<file path="src/rtl/divide.sv">
// 32-bit unsigned restoring divider: one quotient bit per cycle, 33-edge latency,
// single-edge divide-by-zero path.
module divide (
  input  logic        clk,
  input  logic        reset,
  input  logic        LA,
  input  logic        LB,
  input  logic        s,
  input  logic [31:0] DataA,
  input  logic [31:0] DataB,
  output logic [31:0] Q,
  output logic [31:0] R,
  output logic        Finish,
  output logic        DivZero
);

  typedef enum logic [1:0] {StIdle, StRun, StDone} state_e;

  state_e      state_q, state_d;
  logic [31:0] dividend_q, dividend_d;
  logic [31:0] divisor_q, divisor_d;
  logic [31:0] rem_q, rem_d;
  logic [31:0] quo_q, quo_d;
  logic [4:0]  cnt_q, cnt_d;
  logic [31:0] q_q, q_d;
  logic [31:0] r_q, r_d;
  logic        finish_q, finish_d;
  logic        divzero_q, divzero_d;

  // One restoring step; rem < divisor always holds, so a negative trial means
  // the shifted remainder still fits in 32 bits.
  logic [32:0] rem_sh;
  logic [32:0] trial;
  logic [31:0] rem_step;
  logic [31:0] quo_step;

  always_comb begin
    rem_sh = {rem_q, quo_q[31]};
    trial  = rem_sh - {1'b0, divisor_q};
    if (!trial[32]) begin
      rem_step = trial[31:0];
      quo_step = {quo_q[30:0], 1'b1};
    end else begin
      rem_step = rem_sh[31:0];
      quo_step = {quo_q[30:0], 1'b0};
    end
  end

  always_comb begin
    state_d    = state_q;
    dividend_d = dividend_q;
    divisor_d  = divisor_q;
    rem_d      = rem_q;
    quo_d      = quo_q;
    cnt_d      = cnt_q;
    q_d        = q_q;
    r_d        = r_q;
    divzero_d  = divzero_q;

    unique case (state_q)
      StIdle: begin
        if (LA) dividend_d = DataA;
        if (LB) divisor_d = DataB;
        if (s) begin
          if (divisor_q == 32'd0) begin
            state_d   = StDone;
            q_d       = 32'hFFFF_FFFF;
            r_d       = dividend_q;
            divzero_d = 1'b1;
          end else begin
            state_d   = StRun;
            rem_d     = 32'd0;
            quo_d     = dividend_q;
            cnt_d     = 5'd31;
            divzero_d = 1'b0;
          end
        end
      end
      StRun: begin
        rem_d = rem_step;
        quo_d = quo_step;
        cnt_d = cnt_q - 5'd1;
        if (cnt_q == 5'd0) begin
          state_d = StDone;
          q_d     = quo_step;
          r_d     = rem_step;
        end
      end
      StDone: begin
        if (!s) state_d = StIdle;
      end
      default: state_d = StIdle;
    endcase

    finish_d = (state_d == StDone);
  end

  always_ff @(posedge clk or negedge reset) begin
    if (!reset) begin
      state_q    <= StIdle;
      dividend_q <= 32'd0;
      divisor_q  <= 32'd0;
      rem_q      <= 32'd0;
      quo_q      <= 32'd0;
      cnt_q      <= 5'd0;
      q_q        <= 32'd0;
      r_q        <= 32'd0;
      finish_q   <= 1'b0;
      divzero_q  <= 1'b0;
    end else begin
      state_q    <= state_d;
      dividend_q <= dividend_d;
      divisor_q  <= divisor_d;
      rem_q      <= rem_d;
      quo_q      <= quo_d;
      cnt_q      <= cnt_d;
      q_q        <= q_d;
      r_q        <= r_d;
      finish_q   <= finish_d;
      divzero_q  <= divzero_d;
    end
  end

  assign Q       = q_q;
  assign R       = r_q;
  assign Finish  = finish_q;
  assign DivZero = divzero_q;

endmodule

</file>
<file path="config.mk">
export PLATFORM = sky130hd
export DESIGN_NAME = divide
export DESIGN_NICKNAME = d
export VERILOG_FILES = /design/src/rtl/divide.sv
export SDC_FILE = /design/constraint.sdc
export NUM_CORES = 1
export LEC_CHECK = 0
export ABC_AREA = 1
export ABC_CLOCK_PERIOD_IN_PS = 3800
export BUFFER_PORTS_ARGS = -buffer_cell sky130_fd_sc_hd__buf_4
export CORE_MARGIN = 1.5
export CORE_UTILIZATION = 60
export CTS_CLUSTER_SIZE = 25
export DETAILED_ROUTE_END_ITERATION = 8
export PLACE_DENSITY_LB_ADDON = 0.05
export SLEW_MARGIN = 10
export SYNTH_ARGS = -nofsm -noshare
export SYNTH_HDL_FRONTEND = slang
export SYNTH_SLANG_ARGS = --single-unit
</file>
<file path="constraint.sdc">
create_clock -name clk -period 3.8 [get_ports clk]
set_input_delay 0.38 -clock clk [delete_from_list [all_inputs] [get_ports clk]]
set_output_delay 0.38 -clock clk [all_outputs]
set_load 0.03 [all_outputs]
</file>
; Word level (Yosys, flattened, before mapping)
; Index checks and enable logic that the tools add are counted.
[word_totals]
register_bits = 201
elab_cells = 53
[op_classes]
add_sub_neg = 2
n_reduce_logical = 9
eq_ne = 7
n_mux = 25
[op_table]
columns = operator, n
row1 = $mux W32, 11
row2 = $pmux W32 S2, 4
row3 = $sub A33 B32 Y33, 1
row4 = $logic_not A32 Y1, 1
row5 = $mux W5, 2
row6 = $pmux W5 S2, 1
row7 = $mux W2, 4
row8 = $ne A2 B2 Y1 const B, 4
row9 = $pmux W2 S3, 1
row10 = $reduce_and A2 Y1, 3
row11 = $logic_not A5 Y1, 1
row12 = $sub A5 B1 Y5 const B, 1
row13 = $eq A2 B2 Y1 const B, 2
row14 = $reduce_and A4 Y1, 1
row15 = $reduce_and A3 Y1, 1
row16 = $eq A2 B1 Y1 const B, 1
row17 = $logic_not A2 Y1, 1
row18 = $mux W1, 2
row19 = $reduce_bool A2 Y1, 1

; Longest topological paths before layout
[depth]
ltp_word = 5
mapped_depth = 19

; Least setup slack after synthesis
; OpenSTA, ideal clock, no wires.
[synth_timing]
kind = reg-to-reg
start = register quo_q[31]
end = register r_q[10], in the netlist R[10]
path_slack_ns = 1.620
period_less_slack_ns = 2.180
setup_ns = 0.113
t_arrival_ns = 2.067
required_time_ns = 3.687
stages_incl_launch_ff = 20
cell_sequence = dfrtp_1 > inv_1 > ha_1 > inv_1 > fa_1 > nand2_1 > nand2_2 > nand3_2 > nand2_2 > nand2_2 > nand2_4 > nand2_4 > nand2_4 > nand2_4 > nand2_8 > buf_12 > nand3_2 > nand3_2 > nand2_1 > inv_1
[synth_via]
elab_chain_len = 4
[synth_rtl]
columns = element, line
row1 = from (decl), 23  ; logic [31:0] quo_q, quo_d;
row2 = from (signal assigned), 115  ; quo_q <= quo_d;
row3 = $sub A33 B32 Y33, 39  ; trial = rem_sh - {1'b0, divisor_q};
row4 = $mux W32, 40  ; if (!trial[32]) begin
row5 = $mux W32, 83  ; if (cnt_q == 5'd0) begin
row6 = $pmux W32 S2, 60  ; unique case (state_q)
row7 = to (signal assigned), 118  ; r_q <= r_d;
row8 = to (decl), 26  ; logic [31:0] r_q, r_d;
; Every way passes these cells. The select of a mux whose other input is x is not followed.
; A chain may end at the register's enable or synchronous reset.

; Worst setup path after layout
[layout_timing]
start = register divisor_q[25]
end = register r_q[31], in the netlist R[31]
[layout_via]
elab_chain_len = 4
word_cells_on_any_way = 7
classes_between = 1 x add/sub / 1 x eq/ne / 3 x mux / 2 x reduce/logical
[layout_rtl]
columns = element, line
row1 = from (decl), 21  ; logic [31:0] divisor_q, divisor_d;
row2 = from (signal assigned), 113  ; divisor_q <= divisor_d;
row3 = $sub A33 B32 Y33, 39
row4 = $mux W32, 40
row5 = $mux W32, 83
row6 = $pmux W32 S2, 60
; Parallel ways exist; a longest one is shown, timed or not. The select of a mux whose other input is x is not followed.

==> flow_summary.json <==
{
  "gr-usage-met1_pct": 40.7,
  "setup_repair_after_global_routing_missed_its_margin": "false",
  "worstMarginPinSlew_ps": 969,
  "totalNegativeSetupSlack_ps": 0,
  "timing.hold.worst.class": "in2reg",
  "power.density_nw_per_um2": 926,
  "synth-async-reset-ratio_pct": 100,
  "post_dp_cell_area_sq_um": 13000,
  "final_power_uw": 12800,
  "synth_nets": 1625,
  "ff2ff_setup_slack_ps": 1020,
  "seqPwrFrac_pct": 30.9,
  "cp_data_required_time_ps": 4240,
  "ctsResizeCount": 0,
  "crit_path_cell_trace": "nor4_1 -> nand3_1 -> o21ai_1 -> nand2_2 -> inv_2 -> or2_2 -> nand2_1 -> inv_1",
  "buffer_ports.inserted": 134,
  "report.final.hold_viol_count": 0,
  "worst_setup_slack_post_dpl_ps": 1150,
  "die_width_microns": 145,
  "die_height_microns": 145,
  "internal_power_uw": 6790,
  "synth_sequential_area_ratio_pct": 41.8,
  "final_period_minus_worst_setup_slack_ps": 2780,
  "detailed_place_hpwl_microns": 22700,
  "critical_path_arrival_ps": 3210,
  "core_area_sq_um": 19500,
  "detail-route-antenna-nets": 0,
  "drt-pass1-iter-count": 5,
  "gp_congestion": 0.929,
  "timing.critical_path.slowest_stage_cell": "sky130_fd_sc_hd__inv_2",
  "p_clk_share_pct": 17.1,
  "worstSetupEndpointType": "flip-flop",
  "fin_skew_ps": 14.9,
  "power_switching_uw": 5980,
  "postLayoutCellArea_sq_um": 13800,
  "timing.critical_path.slowest_cell_delay_ps": 590,
  "synth-edff-count": 0,
  "clk_latency_ps": 510,
  "grt_start_max_net_pins": 98,
  "r2r-end": "R[31]",
  "clock_pin_transition_on_the_worst_setup_and_hold_timing_paths_ps": 60,
  "grt_pass1_wl_microns": 49700,
  "startpoint_type": "flip-flop",
  "route.vias.total": 10170,
  "vdd_drop_max_mv": 0.682,
  "final_nets": 1738,
  "cts.sinks": 201,
  "fraction_of_final_layout_cells_with_drive_strength_greater_than_1_pct": 22.8,
  "grt_antenna_before_repair": 0,
  "cts.path.max_buffers": 3,
  "power_frac_comb_pct": 52.0,
  "grt_util_met3_pct": 3.51,
  "top_usage_layer": "met2",
  "timing.final.crit_share_pct": 73.1,
  "cts_tree": "yes",
  "grt_usage_pct": 30.6,
  "cap_violations": 0,
  "run_status": "finished, final reports clean",
  "globalRoute.totalOverflow": 0,
  "synth_top_cells_by_area": "sky130_fd_sc_hd__dfrtp_1 (42%), sky130_fd_sc_hd__nand2_1 (13%), sky130_fd_sc_hd__nand3_2 (7.2%)",
  "tritoncts.num_buffers": 22,
  "pin_count": 135,
  "cts_root_buf": "sky130_fd_sc_hd__clkbuf_16",
  "floorplan.rows": 51,
  "timing.final.max_slew_violations": 0,
  "syn_inst": 1521,
  "synth-main-ff-cell": "sky130_fd_sc_hd__dfrtp_1",
  "synth.top_cell.area_share_pct": 41.8,
  "post_synth_num_cell_types": 43,
  "synth_seq_cells": 201,
  "antenna_cells_inserted": 0,
  "dieArea_sq_um": 20900,
  "flow.area_growth_from_synthesis_pct": 14.7,
  "viasPerCell": 5.32,
  "syn-cell-area_sq_um": 12000,
  "cp-endpoint": "R[31]",
  "ys_warn_count": 0,
  "fmaxAchievable_mhz": 360,
  "remaining_drcs": 0,
  "routed_wl_microns": 30900,
  "wl_per_cell_microns": 16.1,
  "start_util_pct": 61.6,
  "synth.largest_area_cell": "sky130_fd_sc_hd__dfrtp_1",
  "starting_drc_count_in_detailed_routing": 625,
  "crit_type": "reg2reg",
  "first_global_vias": 9695,
  "p_sw_share_pct": 46.8,
  "leakage_power_uw": 0.00719,
  "cp-startpoint": "divisor_q[25]",
  "worst_slack_ps": 1020,
  "timing.slew.headroom_pct": 35.4,
  "rr_worst_depth": 8,
  "crit_fanout": 37,
  "synthesis.area_per_instance_sq_um": 7.90,
  "htree_levels": 1,
  "count_of_endpoints_failing_setup_in_the_final_report": 0,
  "groute.layer.met2.usage_pct": 51.5,
  "critical_path.reg2reg.startpoint": "divisor_q[25]"
}
-- per-stage QoR --
step	util (%)	hold WS (ps)	std cells
after global placement	66.8	473	1874
after floorplan	-	84.4	1521
after detailed placement	66.8	480	1874
after global routing	70.6	102	1912
after CTS	70.6	95.6	1912
final	70.6	106	1912
-- Yosys cell counts (3+ instances only) --
| cell type | count |
|---|---|
| sky130_fd_sc_hd__nor3_1 | 9 |
| sky130_fd_sc_hd__buf_2 | 16 |
| sky130_fd_sc_hd__xor2_1 | 16 |
| sky130_fd_sc_hd__nand3_2 | 87 |
| sky130_fd_sc_hd__dfrtp_1 | 201 |
| sky130_fd_sc_hd__or2_2 | 28 |
| sky130_fd_sc_hd__a31oi_1 | 31 |
| sky130_fd_sc_hd__a21oi_2 | 3 |
| sky130_fd_sc_hd__nand2_1 | 415 |
| sky130_fd_sc_hd__nor2_1 | 139 |
| sky130_fd_sc_hd__buf_6 | 6 |
| sky130_fd_sc_hd__buf_12 | 4 |
| sky130_fd_sc_hd__nand2_2 | 12 |
| sky130_fd_sc_hd__nor2_4 | 3 |
| sky130_fd_sc_hd__inv_2 | 17 |
| sky130_fd_sc_hd__and2_1 | 5 |
| sky130_fd_sc_hd__nand4_1 | 12 |
| sky130_fd_sc_hd__buf_4 | 4 |
| sky130_fd_sc_hd__dlygate4sd1_1 | 3 |
| sky130_fd_sc_hd__a21oi_1 | 83 |
| sky130_fd_sc_hd__or2_1 | 6 |
| sky130_fd_sc_hd__nand2_4 | 5 |
| sky130_fd_sc_hd__o21ai_0 | 4 |
| sky130_fd_sc_hd__nand3_1 | 69 |
| sky130_fd_sc_hd__ha_1 | 34 |
| sky130_fd_sc_hd__clkbuf_1 | 22 |
| sky130_fd_sc_hd__mux2_2 | 32 |
| sky130_fd_sc_hd__o21ai_1 | 36 |
| sky130_fd_sc_hd__inv_1 | 199 |
-- worst max-delay path: cells and delay by family (launching register included) --
family          cells  cell delay, ps
compound gates      1             260
simple gates        5            1410
buf+inv             2             640
flops               1             380
-- kinds of logic after synthesis --
| logic type | after synthesis | share of synthesized area [%] |
|---|---|---|
| flip-flops | 201 | 41.8 |
| XOR/XNOR | 16 | 1.17 |
| multiplexers | 32 | 3.00 |
| AO/OA/AOI/OAI | 163 | 7.40 |
| buffers and inverters | 276 | 10.3 |
| AND/OR/NAND/NOR | 798 | 32.6 |
| adder cells (fa/ha/maj) | 35 | 3.71 |
-- how the worst min path moves through the flow --
stage / cells past startpoint / from / slack (ps) / endpoint
CTS: 2 / DataA[27] / 100 / dividend_q[27]
detailed placement: 2 / Q[31] / 480 / Q[31]
global route: 2 / DataA[13] / 100 / dividend_q[13]
floorplan: 0 / reset / 80 / DivZero
global placement: 2 / Q[7] / 470 / Q[7]
finish: 2 / DataA[27] / 110 / dividend_q[27]
-- cells in the final DEF (no fill, tap or decap), types with 3 or more instances in the layout --
master / Yosys / layout
sky130_fd_sc_hd__dfrtp_1: 201 / 201
sky130_fd_sc_hd__clkbuf_16: 0 / 23
sky130_fd_sc_hd__buf_4: 4 / 146
sky130_fd_sc_hd__nand3_2: 87 / 87
sky130_fd_sc_hd__a21oi_2: 3 / 3
sky130_fd_sc_hd__and2_1: 5 / 5
sky130_fd_sc_hd__nand2_1: 415 / 413
sky130_fd_sc_hd__clkbuf_1: 22 / 3
sky130_fd_sc_hd__a21oi_1: 83 / 83
sky130_fd_sc_hd__a31oi_1: 31 / 31
sky130_fd_sc_hd__xor2_1: 16 / 16
sky130_fd_sc_hd__nand4_1: 12 / 12
sky130_fd_sc_hd__mux2_2: 32 / 32
sky130_fd_sc_hd__nor2_4: 3 / 3
sky130_fd_sc_hd__nor2_1: 139 / 139
sky130_fd_sc_hd__or2_1: 6 / 6
sky130_fd_sc_hd__nor3_1: 9 / 9
sky130_fd_sc_hd__o21ai_0: 4 / 4
sky130_fd_sc_hd__nand2_2: 12 / 14
sky130_fd_sc_hd__or2_2: 28 / 28
sky130_fd_sc_hd__inv_2: 17 / 17
sky130_fd_sc_hd__nand2_4: 5 / 5
sky130_fd_sc_hd__ha_1: 34 / 34
sky130_fd_sc_hd__nand3_1: 69 / 69
sky130_fd_sc_hd__inv_1: 199 / 199
sky130_fd_sc_hd__o21ai_1: 36 / 36
sky130_fd_sc_hd__clkbuf_8: 2 / 6
-- flip-flops by register name (all words and copies together) (netlist names) --
register and count:
DivZero 1, Finish 1, Q 32, R 32, cnt_q 5, dividend_q 32, divisor_q 32, quo_q 32
rem_q 32, state_q 2
-- repair_timing --
item	4_1_cts	5_1_grt
endpoints found under the hold margin	32	0
hold buffers	1	0
buffers inserted	0	0
-- power by group through the flow --
stage                     Combinational, uW  Sequential (uW)  Clock [uW]
final                                  6640             3950        2190
after global routing                   7380             4070        2300
after CTS                              6660             3940        2220
after detailed placement               6600             3950           0
after global placement                 6480             3940           0
after floorplan                        4400             4430           0
-- final cells by class --
class                      count  area [sq um]
clock inverter                 6          85.1
inverter                     217           815
clock buffer                  31           656
tap                          265           332
fill                        1659          5730
multi-input combinational   1044          5760
timing repair buffer         148          1120
sequential                   201          5030
-- routing by layer --
layer,share of wire (%),up-vias
met5,0,-
met4,3.7,0
met3,4.4,64
met2,48,276
met1,44,4798
li1,-,5032
No activity file was read; power rests on OpenSTA's default activity.
